===== src/rtl/mem_ctrl_pkg.sv =====
// Shared widths, FSM state encoding and response-pipeline beat type for mem_ctrl.
// Imported by the request/response interface, the read pipeline and the top.
package mem_ctrl_pkg;

  localparam int ADDR_W = 8;
  localparam int DATA_W = 16;
  localparam int LEN_W  = 3;

  typedef enum logic [1:0] {
    IDLE     = 2'd0,
    RD_ISSUE = 2'd1,
    RD_DRAIN = 2'd2,
    WR       = 2'd3
  } state_t;

  typedef struct packed {
    logic vld;
    logic last;
  } beat_t;

  // RAM address space wraps, so 0xFF steps to 0x00
  function automatic logic [ADDR_W-1:0] addr_next(input logic [ADDR_W-1:0] a);
    return a + 1'b1;
  endfunction

endpackage


===== src/rtl/mem_ctrl_if.sv =====
// Request/response bundle between a requester (master) and mem_ctrl (slave).
// Ready/valid on requests only; responses carry no backpressure.
interface mem_ctrl_if;
  import mem_ctrl_pkg::*;

  logic              req_valid;
  logic              req_ready;
  logic              req_we;
  logic [ADDR_W-1:0] req_addr;
  logic [DATA_W-1:0] req_wdata;
  logic [LEN_W-1:0]  req_len;
  logic              rsp_valid;
  logic [DATA_W-1:0] rsp_data;
  logic              rsp_last;
  logic              busy;

  modport master (
    output req_valid, req_we, req_addr, req_wdata, req_len,
    input  req_ready, rsp_valid, rsp_data, rsp_last, busy
  );

  modport slave (
    input  req_valid, req_we, req_addr, req_wdata, req_len,
    output req_ready, rsp_valid, rsp_data, rsp_last, busy
  );

endinterface


===== src/rtl/mem_ctrl_rdpipe.sv =====
// Valid/last shift pipeline (RD_LAT+1 deep) aligning RAM read data into a registered rsp_data.
// Latency RD_LAT+1 from issue to rsp_valid; no backpressure, every beat is presented once.
module mem_ctrl_rdpipe
  import mem_ctrl_pkg::*;
#(
  parameter int RD_LAT = 1
) (
  input  logic              clk,
  input  logic              rst,
  input  logic              issue_vld,
  input  logic              issue_last,
  input  logic              wr_ack,
  input  logic [DATA_W-1:0] ram_dout,
  output logic              rsp_valid,
  output logic              rsp_last,
  output logic [DATA_W-1:0] rsp_data
);

  beat_t            issue_beat;
  beat_t [RD_LAT:0] pipe_q;
  logic             ack_q;

  assign issue_beat = '{vld: issue_vld, last: issue_last};

  // Stage RD_LAT-1 lines up with ram_dout; the final stage lines up with rsp_data.
  always_ff @(posedge clk) begin
    if (rst) begin
      pipe_q   <= '0;
      ack_q    <= 1'b0;
      rsp_data <= '0;
    end else begin
      pipe_q <= {pipe_q[RD_LAT-1:0], issue_beat};
      ack_q  <= wr_ack;
      if (pipe_q[RD_LAT-1].vld) begin
        rsp_data <= ram_dout;
      end else if (wr_ack) begin
        rsp_data <= '0;
      end
    end
  end

  assign rsp_valid = pipe_q[RD_LAT].vld | ack_q;
  assign rsp_last  = (pipe_q[RD_LAT].vld & pipe_q[RD_LAT].last) | ack_q;

endmodule


===== src/rtl/mem_ctrl.sv =====
// Single-port RAM controller: one-word writes and read bursts (burst length honoured when MEM_CTRL_BURST_EN is defined).
// Accepts only in IDLE (req_ready), first read beat RD_LAT+2 cycles after accept; responses are never stalled.
module mem_ctrl
  import mem_ctrl_pkg::*;
#(
  parameter int RD_LAT = 1
) (
  input  logic              clk,
  input  logic              rst,
  mem_ctrl_if.slave         bus,
  output logic              ram_rw,
  output logic [ADDR_W-1:0] ram_adrs,
  output logic [DATA_W-1:0] ram_din,
  input  logic [DATA_W-1:0] ram_dout
);

  state_t           state;
  state_t           state_nxt;
  logic [LEN_W-1:0] len_q;
  logic [LEN_W-1:0] cnt_q;
  logic [LEN_W-1:0] req_len_eff;
  logic             accept;
  logic             issue_vld;
  logic             issue_last;
  logic             wr_ack;
  logic             rsp_valid_i;
  logic             rsp_last_i;
  logic [DATA_W-1:0] rsp_data_i;

`ifdef MEM_CTRL_BURST_EN
  assign req_len_eff = bus.req_len;
`else
  logic [LEN_W-1:0] unused_req_len;
  assign unused_req_len = bus.req_len;
  assign req_len_eff    = '0;
`endif

  assign accept     = bus.req_valid && (state == IDLE);
  assign issue_vld  = (state == RD_ISSUE);
  assign issue_last = issue_vld && (cnt_q == len_q);
  assign wr_ack     = (state == WR);

  always_ff @(posedge clk) begin
    if (rst) begin
      state    <= IDLE;
      len_q    <= '0;
      cnt_q    <= '0;
      ram_adrs <= '0;
      ram_din  <= '0;
    end else begin
      state <= state_nxt;
      if (accept) begin
        ram_adrs <= bus.req_addr;
        len_q    <= req_len_eff;
        cnt_q    <= '0;
        if (bus.req_we) begin
          ram_din <= bus.req_wdata;
        end
      end else if (issue_vld && !issue_last) begin
        // Final burst address is held through drain and idle
        ram_adrs <= addr_next(ram_adrs);
        cnt_q    <= cnt_q + 1'b1;
      end
    end
  end

  always_comb begin
    state_nxt     = state;
    bus.req_ready = 1'b0;
    bus.busy      = 1'b1;
    ram_rw        = 1'b0;
    case (state)
      IDLE: begin
        bus.req_ready = 1'b1;
        bus.busy      = 1'b0;
        if (bus.req_valid) begin
          state_nxt = bus.req_we ? WR : RD_ISSUE;
        end
      end
      RD_ISSUE: begin
        if (issue_last) begin
          state_nxt = RD_DRAIN;
        end
      end
      RD_DRAIN: begin
        if (rsp_valid_i && rsp_last_i) begin
          state_nxt = IDLE;
        end
      end
      WR: begin
        ram_rw    = 1'b1;
        state_nxt = IDLE;
      end
      default: state_nxt = IDLE;
    endcase
  end

  mem_ctrl_rdpipe #(
    .RD_LAT (RD_LAT)
  ) u_rdpipe (
    .clk        (clk),
    .rst        (rst),
    .issue_vld  (issue_vld),
    .issue_last (issue_last),
    .wr_ack     (wr_ack),
    .ram_dout   (ram_dout),
    .rsp_valid  (rsp_valid_i),
    .rsp_last   (rsp_last_i),
    .rsp_data   (rsp_data_i)
  );

  assign bus.rsp_valid = rsp_valid_i;
  assign bus.rsp_last  = rsp_last_i;
  assign bus.rsp_data  = rsp_data_i;

endmodule


===== src/flat_wrapper.sv =====
// flat-port wrapper written by rule: the top's interface ports become plain ports
module mem_ctrl_flat import mem_ctrl_pkg::*;
#(
  parameter int RD_LAT = 1
)
  (clk, rst, ram_rw, ram_adrs, ram_din, ram_dout, bus_req_valid, bus_req_we, bus_req_addr, bus_req_wdata, bus_req_len, bus_req_ready, bus_rsp_valid, bus_rsp_data, bus_rsp_last, bus_busy);
  mem_ctrl_if bus_i ();
  input  logic clk;
  input  logic rst;
  output logic ram_rw;
  output logic [ADDR_W-1:0] ram_adrs;
  output logic [DATA_W-1:0] ram_din;
  input  logic [DATA_W-1:0] ram_dout;
  input wire logic [$bits(bus_i.req_valid)-1:0] bus_req_valid;
  input wire logic [$bits(bus_i.req_we)-1:0] bus_req_we;
  input wire logic [$bits(bus_i.req_addr)-1:0] bus_req_addr;
  input wire logic [$bits(bus_i.req_wdata)-1:0] bus_req_wdata;
  input wire logic [$bits(bus_i.req_len)-1:0] bus_req_len;
  output wire logic [$bits(bus_i.req_ready)-1:0] bus_req_ready;
  output wire logic [$bits(bus_i.rsp_valid)-1:0] bus_rsp_valid;
  output wire logic [$bits(bus_i.rsp_data)-1:0] bus_rsp_data;
  output wire logic [$bits(bus_i.rsp_last)-1:0] bus_rsp_last;
  output wire logic [$bits(bus_i.busy)-1:0] bus_busy;
  assign bus_i.req_valid = bus_req_valid;
  assign bus_i.req_we = bus_req_we;
  assign bus_i.req_addr = bus_req_addr;
  assign bus_i.req_wdata = bus_req_wdata;
  assign bus_i.req_len = bus_req_len;
  assign bus_req_ready = bus_i.req_ready;
  assign bus_rsp_valid = bus_i.rsp_valid;
  assign bus_rsp_data = bus_i.rsp_data;
  assign bus_rsp_last = bus_i.rsp_last;
  assign bus_busy = bus_i.busy;
  mem_ctrl #(.RD_LAT(RD_LAT)) u_core (.clk(clk), .rst(rst), .bus(bus_i), .ram_rw(ram_rw), .ram_adrs(ram_adrs), .ram_din(ram_din), .ram_dout(ram_dout));
endmodule

===== config.mk =====
export PLATFORM = sky130hd
export DESIGN_NAME = mem_ctrl_flat
export DESIGN_NICKNAME = d
export VERILOG_FILES = /design/src/rtl/mem_ctrl_pkg.sv /design/src/rtl/mem_ctrl_if.sv /design/src/rtl/mem_ctrl_rdpipe.sv /design/src/rtl/mem_ctrl.sv /design/src/flat_wrapper.sv
export SDC_FILE = /design/constraint.sdc
export NUM_CORES = 1
export LEC_CHECK = 0
export ABC_AREA = 1
export CORE_ASPECT_RATIO = 0.9
export CORE_MARGIN = 2
export CORE_UTILIZATION = 25
export CTS_CLUSTER_DIAMETER = 120
export DETAILED_ROUTE_END_ITERATION = 7
export GPL_TIMING_DRIVEN = 1
export PLACE_DENSITY_LB_ADDON = 0.05
export RECOVER_POWER = 25
export SETUP_SLACK_MARGIN = 0.3
export SYNTH_ARGS = -nofsm -noshare
export SYNTH_HDL_FRONTEND = slang
export SYNTH_SLANG_ARGS = --single-unit
export TNS_END_PERCENT = 5

===== constraint.sdc =====
create_clock -name clk -period 1.55 [get_ports clk]
set_clock_uncertainty 0.1 [all_clocks]
set_input_delay 0.2325 -clock clk [delete_from_list [all_inputs] [get_ports clk]]
set_output_delay 0.2325 -clock clk [all_outputs]
set_load 0.02 [all_outputs]

==> impl_metrics.csv <==
group,metric,value,unit
outcome,status,"finished clean",
floorplanning,rows,31,
cells_and_area,diodes,0,
global_route,grt_use_total,0.130,
global_route,grt_pass1_vias,1926,
placement,finalWeightedCongestion,0.776,
placement,dpl.hpwl,4150,um
yosys,synth_nets,292,
yosys,ys_seq_elements,50,
timing,post-route-min-period,1.37,ns
timing,worst_slew_pin_slew,0.333,ns
clock_network,clk_latency,0.30,ns
global_route,grt_pass1_wl,9510,um
clock_network,clockBufferDepth,2,
cells_and_area,final_common_cell,"nand2_1",
clock_network,cts.sinks,50,
floorplanning,ios,92,
timing,hold_violations,0,
placement,io_buffers,88,
route,ant_nets,0,
global_route,grt-busiest-layer,"met2",
floorplanning,die_y,90.2,um
worst_setup_path,critPathLaunchType,"flop",
worst_setup_path,cp_max_fo,6,
global_route,gr-usage-met1,0.171,
yosys,synth_seq_area_share,0.485,
power_and_ir_drop,cellLeakagePower,1.48,nW
cells_and_area,post-route-util,0.425,
worst_setup_path,critPathKind,"flop to flop",
clock_network,numCtsBuffers,5,
hold_path,hp-class,"flop to flop",
global_route,grt_use_met2,0.207,
worst_setup_path,cp.arrival,1.44,ns
yosys,ys_warn_count,0,
route,viasPerCell,4.49,
global_route,antenna_found_initial,0,
global_route,grt_use_met3,0.0420,
clock_network,cts_hold_buffers,0,
worst_setup_path,path_cells,"nor2_4, buf_6, nand2_8, buf_6, o21ai_2, clkinv_1, nand2_1, a21oi_1",
cells_and_area,nFillCells,814,
clock_network,cts.clk_slew.worst_paths,0.10,ns
floorplanning,die_w,99.8,um
job,cap_violations,0,
route,drc,0,
clock_network,tritoncts,"yes",
global_route,grt_max_degree,22,
floorplanning,die-area,0.00900,mm2
worst_setup_path,crit_top_cell,"buf_6",
cells_and_area,ff_latch_area,0.00102,mm2
cells_and_area,nets,401,
worst_setup_path,end_kind,"flop",
timing,slew-limit-headroom,0.778,
worst_setup_path,critPathRequiredTime,1.62,ns
route,totalWireLength,5900,um
clock_network,ctsRootBufferMaster,"clkbuf_8",
worst_setup_path,slowest_delay,0.37,ns
cells_and_area,layout_common_cells,"48 x nand2_1, 42 x clkdlybuf4s50_1, 42 x dfxtp_1",
route,wl_per_cell,13.1,um
power_and_ir_drop,power.density,863,mW/mm2
yosys,synth-edff-count,0,
floorplanning,initial_core_util,0.257,
yosys,synthFlopType,"dfxtp_1",
cells_and_area,multi_input_area,971,um2
cells_and_area,drive_gt1_frac,0.222,
timing,drv_slew,0,
yosys,synthCells,242,
route,drt_iter0_drc,36,
route,vias,2025,
yosys,synth_cell_types,28,
timing,period_share,0.881,
timing,rsz0062_at_grt,"true",
timing,final-setup-viol-count,0,
floorplanning,core_area,0.00803,mm2
cells_and_area,design_area,0.00341,mm2
power_and_ir_drop,peakVddDrop,425,uV
clock_network,htree_levels,2,
yosys,ys_async_sr_fraction,0,
timing,max_freq,0.732,GHz
global_route,grt_overflow,0,
cells_and_area,syn_to_final_growth,65.4,%
route,firstDrtPassIters,4,
yosys,syn_avg_cell_area,8.53,um2
placement,place_area,0.00318,mm2
worst_setup_path,crit_slowest_cell,"dfxtp_4",
yosys,synth_area,0.00206,mm2
==> cell usage after synthesis, types with 4 or more instances <==
cell | n | share of area
inv_1 | 12 | 0.022
nand3_1 | 26 | 0.063
nor2_1 | 10 | 0.018
buf_2 | 4 | 0.0097
nand2_1 | 51 | 0.093
nand2_4 | 4 | 0.022
dfxtp_1 | 50 | 0.49
a21oi_1 | 24 | 0.058
a32o_1 | 16 | 0.078
o21ai_0 | 5 | 0.012
clkbuf_1 | 4 | 0.0073
inv_2 | 5 | 0.0091
==> sequential cells by signal (all words and copies together), names as in the netlist <==
| signal | flops |
|---|---|
| u_core.cnt_q | 3 |
| u_core.ram_adrs | 8 |
| u_core.ram_din | 16 |
| u_core.state | 2 |
| u_core.u_rdpipe.ack_q | 1 |
| u_core.u_rdpipe.pipe_q | 4 |
| u_core.u_rdpipe.rsp_data | 16 |
==> routing by layer <==
metal	vias to the layer above	share of wire
met1	925	0.47
met3	2	0.069
met2	52	0.45
met4	0	0.0042
li1	1046	-
met5	-	0
==> where the power goes <==
group          leakage (nW)  internal (mW)  switching [mW]  total [mW]
sequential            0.411           1.34          0.0431        1.39
clock                0.0514          0.482           0.436       0.918
combinational          1.02          0.324           0.318       0.641
total                  1.48           2.15           0.797        2.95
==> cell families after synthesis <==
family	share of synthesized area
XOR/XNOR	0.00425
adder cells (fa/ha/maj)	0.0182
AO/OA/AOI/OAI	0.185
buffers and inverters	0.0782
flip-flops	0.485
AND/OR/NAND/NOR	0.229
==> critical path: cells and delay by family, from the launching register on <==
kind	cells	cell delay, ns
buffers and inverters	3	0.34
DFF	1	0.37
and+or+nand+nor	3	0.28
AOI/OAI and AO/OA	2	0.15
==> timing repair <==
action | 4_1_cts | 5_1_grt
gates resized for setup | 85 | 15
pin swaps | 4 | 5
endpoints found under the setup margin | 90 | 90
buffers inserted | 4 | 5
==> stage by stage <==
stage	hold slack (ns)	cells	setup WS (ns)	power (mW)	TNS (ns)
2_1_floorplan	0.255	242	0.210	1.71	0
3_3_place_gp	0.297	434	-0.0605	2.05	-1.05
4_1_cts	0.319	446	0.161	2.98	0
3_5_place_dp	0.302	434	-0.0739	2.05	-1.40
5_1_grt	0.373	451	0.106	3.11	0
6_report	0.320	451	0.184	2.95	0
==> area by class of cell <==
class,instances,area share
timing repair buffer,115,0.322
sequential,50,0.298
multi-input combinational,158,0.285
tap,99,0.0363
inverter,21,0.0268
clock buffer,6,0.0213
clock inverter,2,0.0110
==> path summary, 6_finish.rpt <==
check | from | endpoint | slack (ns) | depth (start not counted)
setup / recovery | u_core.state[0] | u_core.ram_adrs[6] | 0.18 | 8
setup reg to reg | u_core.state[0] | u_core.ram_adrs[6] | 0.18 | 8
hold reg to reg | u_core.u_rdpipe.pipe_q[0] | u_core.u_rdpipe.pipe_q[2] | 0.32 | 2
hold / removal | u_core.u_rdpipe.pipe_q[0] | u_core.u_rdpipe.pipe_q[2] | 0.32 | 2
Note: power is estimated with default switching activity, not from simulation.
